--- src/rtl/prog_chain_loader.sv ---
// Scan-chain configuration loader: serializes cfg words MSB-first onto the
// prog chain for exactly CHAIN_LEN bits and repacks the displaced tail bits into readback words.
module prog_chain_loader #(
    parameter int CHAIN_LEN = 64,
    parameter int WORD_W    = 8
) (
    input  logic              prog_clk,
    input  logic              rst,
    input  logic              start,
    input  logic [WORD_W-1:0] cfg_data,
    input  logic              cfg_valid,
    output logic              cfg_ready,
    output logic              prog_data,
    output logic              prog_en,
    input  logic              chain_out,
    output logic              busy,
    output logic              done,
    output logic [WORD_W-1:0] rb_data,
    output logic              rb_valid
);
    localparam int CW = $clog2(CHAIN_LEN + 1);
    localparam int WW = $clog2(WORD_W + 1);
    localparam logic [CW-1:0] LEN = CW'(CHAIN_LEN);

    typedef enum logic [1:0] {S_IDLE, S_LOAD, S_SHIFT, S_DONE} state_t;

    state_t            state;
    logic [WORD_W-1:0] shreg;
    logic [WORD_W-1:0] rb_shreg;
    logic [CW-1:0]     total;
    logic [WW-1:0]     wcnt;
    logic [WW-1:0]     cur_len;
    logic [31:0]       remain;
    logic              last_bit;
    logic [WORD_W-1:0] rb_word;

    assign remain    = 32'(LEN - total);
    assign last_bit  = (wcnt + WW'(1)) == cur_len;
    // Short final word: captured bits sit in the LSBs, so left-justify them.
    assign rb_word   = {rb_shreg[WORD_W-2:0], chain_out} << (WW'(WORD_W) - cur_len);
    assign prog_data = prog_en & shreg[WORD_W-1];

    always_ff @(posedge prog_clk) begin
        if (rst) begin
            state     <= S_IDLE;
            cfg_ready <= 1'b0;
            prog_en   <= 1'b0;
            busy      <= 1'b0;
            done      <= 1'b0;
            rb_valid  <= 1'b0;
            rb_data   <= '0;
            shreg     <= '0;
            rb_shreg  <= '0;
            total     <= '0;
            wcnt      <= '0;
            cur_len   <= '0;
        end else begin
            done     <= 1'b0;
            rb_valid <= 1'b0;
            case (state)
                S_IDLE: begin
                    if (start) begin
                        state     <= S_LOAD;
                        cfg_ready <= 1'b1;
                        busy      <= 1'b1;
                        total     <= '0;
                    end
                end
                S_LOAD: begin
                    if (cfg_valid) begin
                        shreg     <= cfg_data;
                        rb_shreg  <= '0;
                        wcnt      <= '0;
                        cur_len   <= (remain >= 32'(WORD_W)) ? WW'(WORD_W) : WW'(remain);
                        cfg_ready <= 1'b0;
                        prog_en   <= 1'b1;
                        state     <= S_SHIFT;
                    end
                end
                S_SHIFT: begin
                    shreg    <= shreg << 1;
                    rb_shreg <= {rb_shreg[WORD_W-2:0], chain_out};
                    wcnt     <= wcnt + WW'(1);
                    total    <= total + CW'(1);
                    if (last_bit) begin
                        prog_en  <= 1'b0;
                        rb_data  <= rb_word;
                        rb_valid <= 1'b1;
                        if (total + CW'(1) == LEN) begin
                            state <= S_DONE;
                            done  <= 1'b1;
                        end else begin
                            state     <= S_LOAD;
                            cfg_ready <= 1'b1;
                        end
                    end
                end
                S_DONE: begin
                    state <= S_IDLE;
                    busy  <= 1'b0;
                end
                default: state <= S_IDLE;
            endcase
        end
    end
endmodule

--- config.mk ---
export PLATFORM = sky130hd
export DESIGN_NAME = prog_chain_loader
export DESIGN_NICKNAME = d
export VERILOG_FILES = /design/src/rtl/prog_chain_loader.sv
export SDC_FILE = /design/constraint.sdc
export NUM_CORES = 1
export LEC_CHECK = 0
export CAP_MARGIN = 25
export CORE_MARGIN = 2
export CORE_UTILIZATION = 56
export CTS_CLUSTER_SIZE = 20
export DETAILED_ROUTE_END_ITERATION = 10
export PLACE_DENSITY_LB_ADDON = 0.12
export RECOVER_POWER = 50
export SETUP_SLACK_MARGIN = 0.5
export SYNTH_ARGS = -nofsm -noshare
export SYNTH_HDL_FRONTEND = slang
export SYNTH_SLANG_ARGS = --single-unit
--- constraint.sdc ---
create_clock -name prog_clk -period 3 [get_ports prog_clk]
set_input_delay 0.6 -clock prog_clk [delete_from_list [all_inputs] [get_ports prog_clk]]
set_output_delay 0.6 -clock prog_clk [all_outputs]
set_load 0.02 [all_outputs]
* Word level (Yosys, flattened, before mapping)
Index checks and enable logic that the tools add are counted.
** Word-level totals
- ROM bits :: 0
- Bits in writable memories :: 0
- Register bits after elaboration :: 45
- Input port bits :: 13
- Bits in latches :: 0
- Memories :: 0
- Logic and storage cells :: 70
- Output and inout bits :: 14
** Cells by class
- Shift operators :: 1
- Bitwise logic cells :: 3
- Reduce and logical (&&, ||, !) cells :: 15
- Divide/modulo/power cells :: 0
- Multipliers :: 0
- Eq/ne operators :: 9
- Order comparisons :: 1
- $add $sub $neg :: 4
- Multiplexer cells :: 25
** Operators by type and width (number)
- 32-bit by 4-bit >= comparator with 1-bit output (second input constant) :: 1
- 7-bit one-hot mux with 2 select lines :: 2
- 8-bit one-hot mux with 2 select lines :: 1
- 7-bit 2-to-1 mux :: 2
- 2-bit AND reduction :: 5
- 1-bit 2-to-1 mux :: 8
- 2-bit 2-to-1 mux :: 4
- 4-bit 2-to-1 mux :: 2
- 8-bit 2-to-1 mux :: 1
- 2-bit != test (second input constant) :: 4
- 2-bit one-hot mux with 4 select lines :: 1
- 4-bit one-hot mux with 2 select lines :: 1
- 8-bit by 4-bit << shifter with 8-bit output :: 1
- 7-bit by 7-bit subtractor with 8-bit output (first input constant) :: 1
- 7-bit by 1-bit adder with 7-bit output (second input constant) :: 1
- 7-bit == test (second input constant) :: 1
- 3-bit AND reduction :: 2
- 2-bit nonzero test :: 3
- 5-bit AND reduction :: 1
- 4-bit by 1-bit adder with 4-bit output (second input constant) :: 1
- 2-bit == test (second input constant) :: 2
- 4-bit == test :: 1
- 1-bit one-hot mux with 2 select lines :: 2
- 4-bit subtractor (first input constant) :: 1
- other kinds (8) :: 9

* Longest topological paths before layout
Gate-level depths: netlist of the first run.
- Word-level depth :: 5
- Depth in mapped cells :: 10
- Gate-level depth less buffers :: 7

* Least setup slack after synthesis of the first run
Ideal clock, no wire load.
- Path kind :: register -> register
- Start point :: register cur_len[0]
- End point :: register rb_data[6]
- Data required time :: 2879 ps
- Arrival time :: 2180 ps
- Period minus slack after synthesis :: 2301 ps
- Slack :: 699 ps
- Library setup time :: 121 ps
- Buffers on the path :: 3
- Stages on the path, launching flop included :: 11
- Cells stage by stage :: dfxtp_1 -> buf_2 -> buf_1 -> inv_1 -> ha_1 -> clkbuf_1 -> mux2i_1 -> o22ai_1 -> mux2_2 -> nand4_1 -> o21ai_0
** Between the ends
- Cells in the longest elaborated chain, start to end :: 2
- Elaborated cells on any way between the ends :: 4
- Classes of those cells :: add/sub (1); eq/ne (1); shift (1); reduce/logical (1)
** Ends and longest elaborated chain
- start, declared :: line 32 : logic [WW-1:0] cur_len;
- start signal, assigned :: line 74 : cur_len <= (remain >= 32'(WORD_W)) ? WW'(WORD_W) : WW'(remain);
- 4-bit subtractor / 4-bit == test (equally long branches) :: line 40, 38
- 8-bit by 4-bit << shifter with 8-bit output / 2-bit AND reduction (equally long branches)
- end signal, assigned :: line 87 : rb_data <= rb_word;
- end, declared :: line 18 : output logic [WORD_W-1:0] rb_data,
Several ways; a longest one is shown, not always the timed one.
A chain may end at the register's enable or synchronous reset.

* Worst setup path in the final report of the first run
- Start point :: register cur_len[0]
- End point :: register rb_data[7]
The elaborated chain is that of the path after synthesis.

==> Implementation_results.wiki, run 1 <==
{| class="wikitable"
! Metric !! Value
|-
| Yosys reg bits || 45
|-
| Commonest cells in the synthesized netlist || dfxtp_1 (45), nand2_1 (39), nor2_1 (29), a21oi_1 (20), nand3_1 (15)
|-
| Final setup viols || 0
|-
| Number of buffers inserted during clock tree synthesis || 5
|-
| Fraction of registers with async set or reset after synthesis || 0%
|-
| Die Ht || 69.38 um
|-
| Final worst setup slack || 0.8309 ns
|-
| CTS Sinks || 45
|-
| Final critical delay including setup and external delays || 2.169 ns
|-
| Final design area excluding fillers || 2793 um2
|-
| Clock latency of the later-clocked register in the worst-skew pair || 0.30 ns
|-
| Vias post-DR || 2,035
|-
| Post-synth top area share || 37.64%
|-
| Minimum hold slack || 0.4732 ns
|-
| Critical path data arrival time || 2.35 ns
|-
| Fmax || 461.0 MHz
|-
| Number of enable-type register cells in the synthesized netlist || 0
|-
| Lkg Pwr || 0.9958 nW
|-
| Total grt overflow || 0
|-
| Fill count || 357
|-
| Net count after synthesis || 307
|-
| Inst Count DP || 348
|-
| Top-Level Pins || 27
|-
| Antenna viol nets, final || 0
|-
| Wire length of the first global-routing pass || 8418 um
|-
| Number of buffer cells added on primary ports || 26
|-
| Summed instance area of the synthesized netlist || 2394 um2
|-
| Maximum number of pins on one net before global-route repair || 50
|-
| Worst Path Max Fanout || 16
|-
| Power per cell area || 462.3 nW/um2
|-
| Final-stage net count || 324
|-
| Kind of end point of the critical path || register
|-
| Warnings, synthesis || 0
|-
| Final Hold Fails || 0
|-
| GR Util All Layers || 21.12%
|-
| Count of different cell masters after synthesis || 45
|-
| Required @ worst endpoint || 3.18 ns
|-
| Cell at the slowest stage of the critical path || mux4_2
|-
| Layout cell share with drive strength beyond 1 || 10.13%
|-
| Mean instance size in the synthesized netlist || 8.311 um2
|-
| Die width || 69.38 um
|-
| Final WL || 4766 um
|-
| Register-to-Register Setup Slack || 0.83 ns
|-
| Number of H-tree levels || 2
|-
| Avg WL per Cell || 13.39 um
|-
| Number of global-route vias before repair || 1,907
|-
| Deepest clock path buffer count || 2
|-
| Initial Util || 58.99%
|-
| Count of pins over their slew limit || 0
|-
| Iteration-0 DRC Markers || 129
|-
| Drt pass-1 iters || 4
|-
| Largest voltage drop on the vdd net || 0.2213 mV
|-
| Via-to-Cell Ratio || 5.716
|-
| Tightest Hold Check Type || reg -> reg
|-
| Startpoint kind of the worst setup timing path || register
|-
| CTS Hold Buffers Added || 0
|-
| Drc violations || 0
|-
| RSZ-0062 raised after global routing || no
|-
| Core region area || 4058 um2
|-
| Standard-cell row count || 23
|-
| Minimum setup slack after placement || 0.9026 ns
|-
| Cells taking the most area after synthesis || dfxtp_1 (38%), nand2_1 (6.1%), nor2_1 (4.5%)
|-
| Multi-input gate area in the final layout || 1374 um2
|-
| Fin cells || 356
|-
| Post-cts resize count || 0
|-
| Actual transition at the worst max-transition pin || 0.9301 ns
|-
| Outcome || completed
|-
| Number of max-cap violations || 0
|-
| Antenna violations before repair || 0
|-
| Placed cell areas || 2661 um2
|-
| Cells after Synth || 288
|-
| Layout overhead on the synthesized area || 16.68%
|-
| Post-synthesis cell type with the largest combined area || dfxtp_1
|-
| Headroom to the max-slew limit || 37.99%
|-
| Die outline area || 4813 um2
|-
| Setup TNS || 0 ns
|-
| Post-CTS setup repair buffer count || 0
|-
| Sequential share of the synthesized area || 37.64%
|-
| Half-perimeter wire length after placement || 3191 um
|-
| Most frequently used flop master after synthesis || dfxtp_1
|-
| Worst Setup Path Type || reg -> reg
|-
| Final worst clock skew || 0.005128 ns
|-
| Cell breakdown of the critical path || buf_4 -> inv_1 -> ha_1 -> mux4_2 -> nand2_1 -> o31ai_1 -> nand4_1 -> o21ai_0
|-
| Area of all sequential standard cells || 900.9 um2
|-
| Final RePlAce weighted congestion || 0.8125
|-
| Antenna Cells || 0
|-
| Root buf cell || clkbuf_8
|-
| Clk slew on worst S/H paths || 0.08 ns
|-
| Fraction of the cycle the final worst path needs || 72.30%
|-
| Maximum cell stage delay along the critical path || 0.56 ns
|-
| Top-count cell post-synth || dfxtp_1
|-
| Clock tree from TritonCTS || done
|}
==> path summary, 6_finish.rpt <==
path | cells after the start | end | from
worst max-delay path | 8 | rb_data[7] | cur_len[0]
worst min-delay path | 2 | rb_data[2] | rb_data[2]
worst max register to register | 8 | rb_data[7] | cur_len[0]
worst min register to register | 2 | rb_data[2] | rb_data[2]
==> sequential cells by signal (all words and copies together) (netlist names), 2 cells and up <==
register and count:
cur_len 4, rb_data 8, rb_shreg 7, shreg 8, state 2, total 7
wcnt 4
==> cells by family (layout without fill, tap and decap cells) <==
group	after synthesis	count (layout)	synth area share, %
and+or+nand+nor	127	127	26.55
AOI/OAI and AO/OA	55	55	14.79
DFF	45	45	37.64
buffers and inverters	28	46	4.966
muxes	14	14	8.155
xor gates and xnor gates	13	13	4.757
adders and majority gates	6	6	3.136
==> final cells by class <==
type,instances,share of cell area (%)
multi-input cells,215,49.19
flip-flops and latches,45,32.26
repair buffers,31,10.57
clock buffers,5,2.464
clock inverters,3,2.330
well taps,50,2.240
inverters,7,0.9409
==> placed cells by master, fill, tap and decap left out, types with 2 or more instances in the layout <==
cell type,instances
dfxtp_1,45
nand2_1,39
nor2_1,29
clkdlybuf4s50_1,24
a21oi_1,20
nand3_1,15
nor3_1,9
nand2b_1,9
a311oi_1,8
inv_1,7
xnor2_1,7
o21ai_0,7
mux2i_1,6
xor2_1,6
ha_1,6
nor2b_1,5
clkbuf_8,5
mux4_2,4
mux2_2,4
a22oi_1,4
buf_4,4
and2_1,3
or3_1,3
nand4_1,3
nand3b_1,2
a31o_2,2
or2_2,2
o31ai_1,2
a211oi_1,2
a31oi_1,2
o22ai_1,2
a21o_1,2
bufinv_16,2
dlygate4sd3_1,2
==> metrics by stage <==
stage	total power, mW	util (%)
6_report	1.291	68.83
5_1_grt	1.335	68.83
4_1_cts	1.301	68.89
3_5_place_dp	0.7666	65.59
3_3_place_gp	0.7656	65.59
2_1_floorplan	0.7216	-
==> routing by layer <==
metal	up-vias	part of all wire [%]	track usage [%]
met4	0	1.7	7.843
met1	940	48	29.03
li1	1032	-	-
met5	-	0	0
met3	8	5.6	4.215
met2	55	45	32.91
==> critical path, delay by kind of cell, from the launching register on <==
kind	cells	cell delay (ns)
flops	1	0.31
buf+inv	2	0.28
simple gates	2	0.21
fa+ha+maj	1	0.52
mux	1	0.56
compound gates	2	0.17
==> where the power goes <==
group	internal [mW]	total (mW)	switching (mW)
combinational	0.0540	0.122	0.0676
sequential	0.615	0.631	0.0161
clock	0.331	0.539	0.208
total	0.999	1.29	0.292
No activity file was read; power rests on OpenSTA's default activity.
==> run 2: changes to the inputs <==
Clock period 3 ns to 2.2 ns, I/O delays scaled along.
==> run 2 against run 1 <==
Compared with the run above: final area rose by 6.5%; clock-buffer cell count did not move; setup slack got worse by 0.41 ns; largest cell class unchanged.
==> Implementation_results.wiki, run 2 (synthesis results as in run 1) <==
{| class="wikitable"
! Metric !! Value
|-
| Tightest Hold Check Type || reg -> reg (unchanged)
|-
| Maximum cell stage delay along the critical path || 0.48 ns (was 0.56 ns)
|-
| Worst Setup Path Type || reg -> reg (unchanged)
|-
| Number of buffer cells added on primary ports || 26 (unchanged)
|-
| Hold-critical path endpoint || rb_data[1] (was rb_data[2])
|-
| Critical path's top delay family || simple AND/OR/NAND/NOR gates (was multiplexers)
|-
| Registers with the most flip-flops || rb_data: 8 flops, shreg: 8 flops (unchanged)
|-
| Standard-cell row count || 23 (unchanged)
|-
| Fin cells || 377 (was 356)
|-
| Layout overhead on the synthesized area || 24.25% (was 16.68%)
|-
| Wire length of the first global-routing pass || 9508 um (was 8418 um)
|-
| Number of H-tree levels || 2 (unchanged)
|-
| Layout cell share with drive strength beyond 1 || 23.24% (was 10.13%)
|-
| Most common cell after layout, fill and taps aside || nand2_1 (was dfxtp_1)
|-
| Final setup viols || 0 (unchanged)
|-
| Vias post-DR || 2,163 (was 2,035)
|-
| Power per cell area || 517.8 nW/um2 (was 462.3 nW/um2)
|-
| Largest voltage drop on the vdd net || 0.4228 mV (was 0.2213 mV)
|-
| Register-to-Register Path Depth || 5 (was 8)
|-
| Setup TNS || 0 ns (unchanged)
|-
| GR Util All Layers || 23.96% (was 21.12%)
|-
| Clock latency of the later-clocked register in the worst-skew pair || 0.30 ns (about the same)
|-
| Die Ht || 69.38 um (unchanged)
|-
| Required @ worst endpoint || 2.39 ns (was 3.18 ns)
|-
| PnR Total Power || 1.540 mW (was 1.291 mW)
|-
| Root buf cell || clkbuf_8 (unchanged)
|-
| CTS Sinks || 45 (unchanged)
|-
| Antenna viol nets, final || 0 (unchanged)
|-
| Minimum hold slack || 0.4754 ns (was 0.4732 ns)
|-
| Headroom to the max-slew limit || 68.04% (was 37.99%)
|-
| Final worst clock skew || 0.004985 ns (was 0.005128 ns)
|-
| Kind of end point of the critical path || register (unchanged)
|-
| Clock tree from TritonCTS || done (unchanged)
|-
| Number of buffer and inverter stages on the critical path || 0 (was 2)
|-
| Deepest clock path buffer count || 2 (unchanged)
|-
| Maximum number of pins on one net before global-route repair || 27 (was 50)
|-
| Antenna Cells || 0 (unchanged)
|-
| Fmax || 563.5 MHz (was 461.0 MHz)
|-
| Register-to-Register Setup Slack || 0.43 ns (was 0.83 ns)
|-
| End-of-flow core utilization || 73.30% (was 68.83%)
|-
| Final RePlAce weighted congestion || 0.8087 (was 0.8125)
|-
| Actual transition at the worst max-transition pin || 0.4794 ns (was 0.9301 ns)
|-
| Via-to-Cell Ratio || 5.737 (was 5.716)
|-
| Fill count || 327 (was 357)
|-
| Die outline area || 4813 um2 (unchanged)
|-
| Number of buffers inserted during clock tree synthesis || 5 (unchanged)
|-
| Total grt overflow || 0 (unchanged)
|-
| Cell breakdown of the critical path || xor2_1 -> xnor2_1 -> nor4_4 -> and2_4 -> mux2_2 (was buf_4 -> inv_1 -> ha_1 -> mux4_2 -> nand2_1 -> o31ai_1 -> nand4_1 -> o21ai_0)
|-
| Drc violations || 0 (unchanged)
|-
| Half-perimeter wire length after placement || 3477 um (was 3191 um)
|-
| Global-route met2 utilization || 37.29% (was 32.91%)
|-
| Cell count of the worst hold path || 2 (unchanged)
|-
| Met3 routing resource usage after global routing || 5.523% (was 4.215%)
|-
| Top-Level Pins || 27 (unchanged)
|-
| Outcome || completed (unchanged)
|-
| Startpoint of the tightest hold check path || rb_data[1] (was rb_data[2])
|-
| Cell at the slowest stage of the critical path || dfxtp_1 (was mux4_2)
|-
| Clk slew on worst S/H paths || 0.08 ns (about the same)
|-
| Placed cell areas || 2755 um2 (was 2661 um2)
|-
| Antenna violations before repair || 0 (unchanged)
|-
| Drt pass-1 iters || 4 (unchanged)
|-
| Startpoint kind of the worst setup timing path || register (unchanged)
|-
| Global routing usage on met1 || 33.06% (was 29.03%)
|-
| RSZ-0062 raised after global routing || yes (was no)
|-
| Startpoint of the worst register-to-register path || cur_len[3] (was cur_len[0])
|-
| Final worst setup slack || 0.4252 ns (was 0.8309 ns)
|-
| Layer with the highest usage || met2 (unchanged)
|-
| Count of pins over their slew limit || 0 (unchanged)
|-
| Inst Count DP || 351 (was 348)
|-
| Number of max-cap violations || 0 (unchanged)
|-
| Final design area excluding fillers || 2974 um2 (was 2793 um2)
|-
| Initial Util || 58.99% (unchanged)
|-
| Worst Path Max Fanout || 6 (was 16)
|-
| Final-stage net count || 345 (was 324)
|-
| Top library cells by usage in the layout, fill and taps aside || nand2_1 (37), dfxtp_1 (35), nor2_1 (27) (was dfxtp_1 (45), nand2_1 (39), nor2_1 (29))
|-
| Final critical delay including setup and external delays || 1.775 ns (was 2.169 ns)
|-
| Final WL || 5467 um (was 4766 um)
|-
| Lkg Pwr || 1.082 nW (was 0.9958 nW)
|-
| Die width || 69.38 um (unchanged)
|-
| Critical path data arrival time || 1.97 ns (was 2.35 ns)
|-
| Core region area || 4058 um2 (unchanged)
|-
| Endpoint of the most critical register-to-register path || rb_data[3] (was rb_data[7])
|-
| Minimum setup slack after placement || 0.3265 ns (was 0.9026 ns)
|-
| Number of global-route vias before repair || 2,132 (was 1,907)
|-
| Iteration-0 DRC Markers || 142 (was 129)
|-
| Fraction of the cycle the final worst path needs || 80.67% (was 72.30%)
|-
| Avg WL per Cell || 14.50 um (was 13.39 um)
|-
| Final Hold Fails || 0 (unchanged)
|}
==> run 2: area by class of cell <==
cell class | instances | area [um2] | share of cell area (%)
clock inverter | 3 | 17.52 | 0.5890
inverter | 7 | 26.28 | 0.8835
sequential | 45 | 925.9 | 31.13
multi-input combinational | 215 | 1486 | 49.98
tap | 50 | 62.56 | 2.103
timing repair buffer | 52 | 386.6 | 13.00
clock buffer | 5 | 68.82 | 2.314
==> run 2: per-layer routing <==
layer	share of wire (%)	vias up
met3	4.0	11
li1	-	1078
met5	0	-
met4	2.0	0
met1	48	1021
met2	46	53
==> run 2: worst max-delay path by stage <==
stage	start	to	slack (ns)	cells past startpoint
2_1_floorplan	cur_len[0]	rb_data[6]	0.39	10
3_3_place_gp	cfg_valid	cur_len[3]	0.32	6
3_5_place_dp	cfg_valid	cur_len[3]	0.33	6
4_1_cts	total[1]	state[1]	0.48	6
5_1_grt	cur_len[3]	rb_data[3]	0.36	5
6_report	cur_len[3]	rb_data[3]	0.43	5
==> run 2: repair_timing <==
| action | in CTS | in global routing |
|---|---|---|
| setup endpoints to repair | 14 | 31 |
| gates resized for setup | 11 | 20 |
| pin swaps | 7 | 2 |
| buffers inserted | 13 | 5 |
| hold endpoints to repair | 0 | 0 |
| hold buffers | 0 | 0 |
==> run 2: tightest hold or removal path: cells and delay by family, from the launching register on <==
family	cells	cell delay (ns)
flip-flops	1	0.32
multiplexers	1	0.06
AND/OR/NAND/NOR	1	0.06
==> run 2: where the power goes <==
group / internal, mW / switching [mW]
Clock: 0.219 / 0.286
Sequential: 0.834 / 0.0234
Combinational: 0.0775 / 0.101
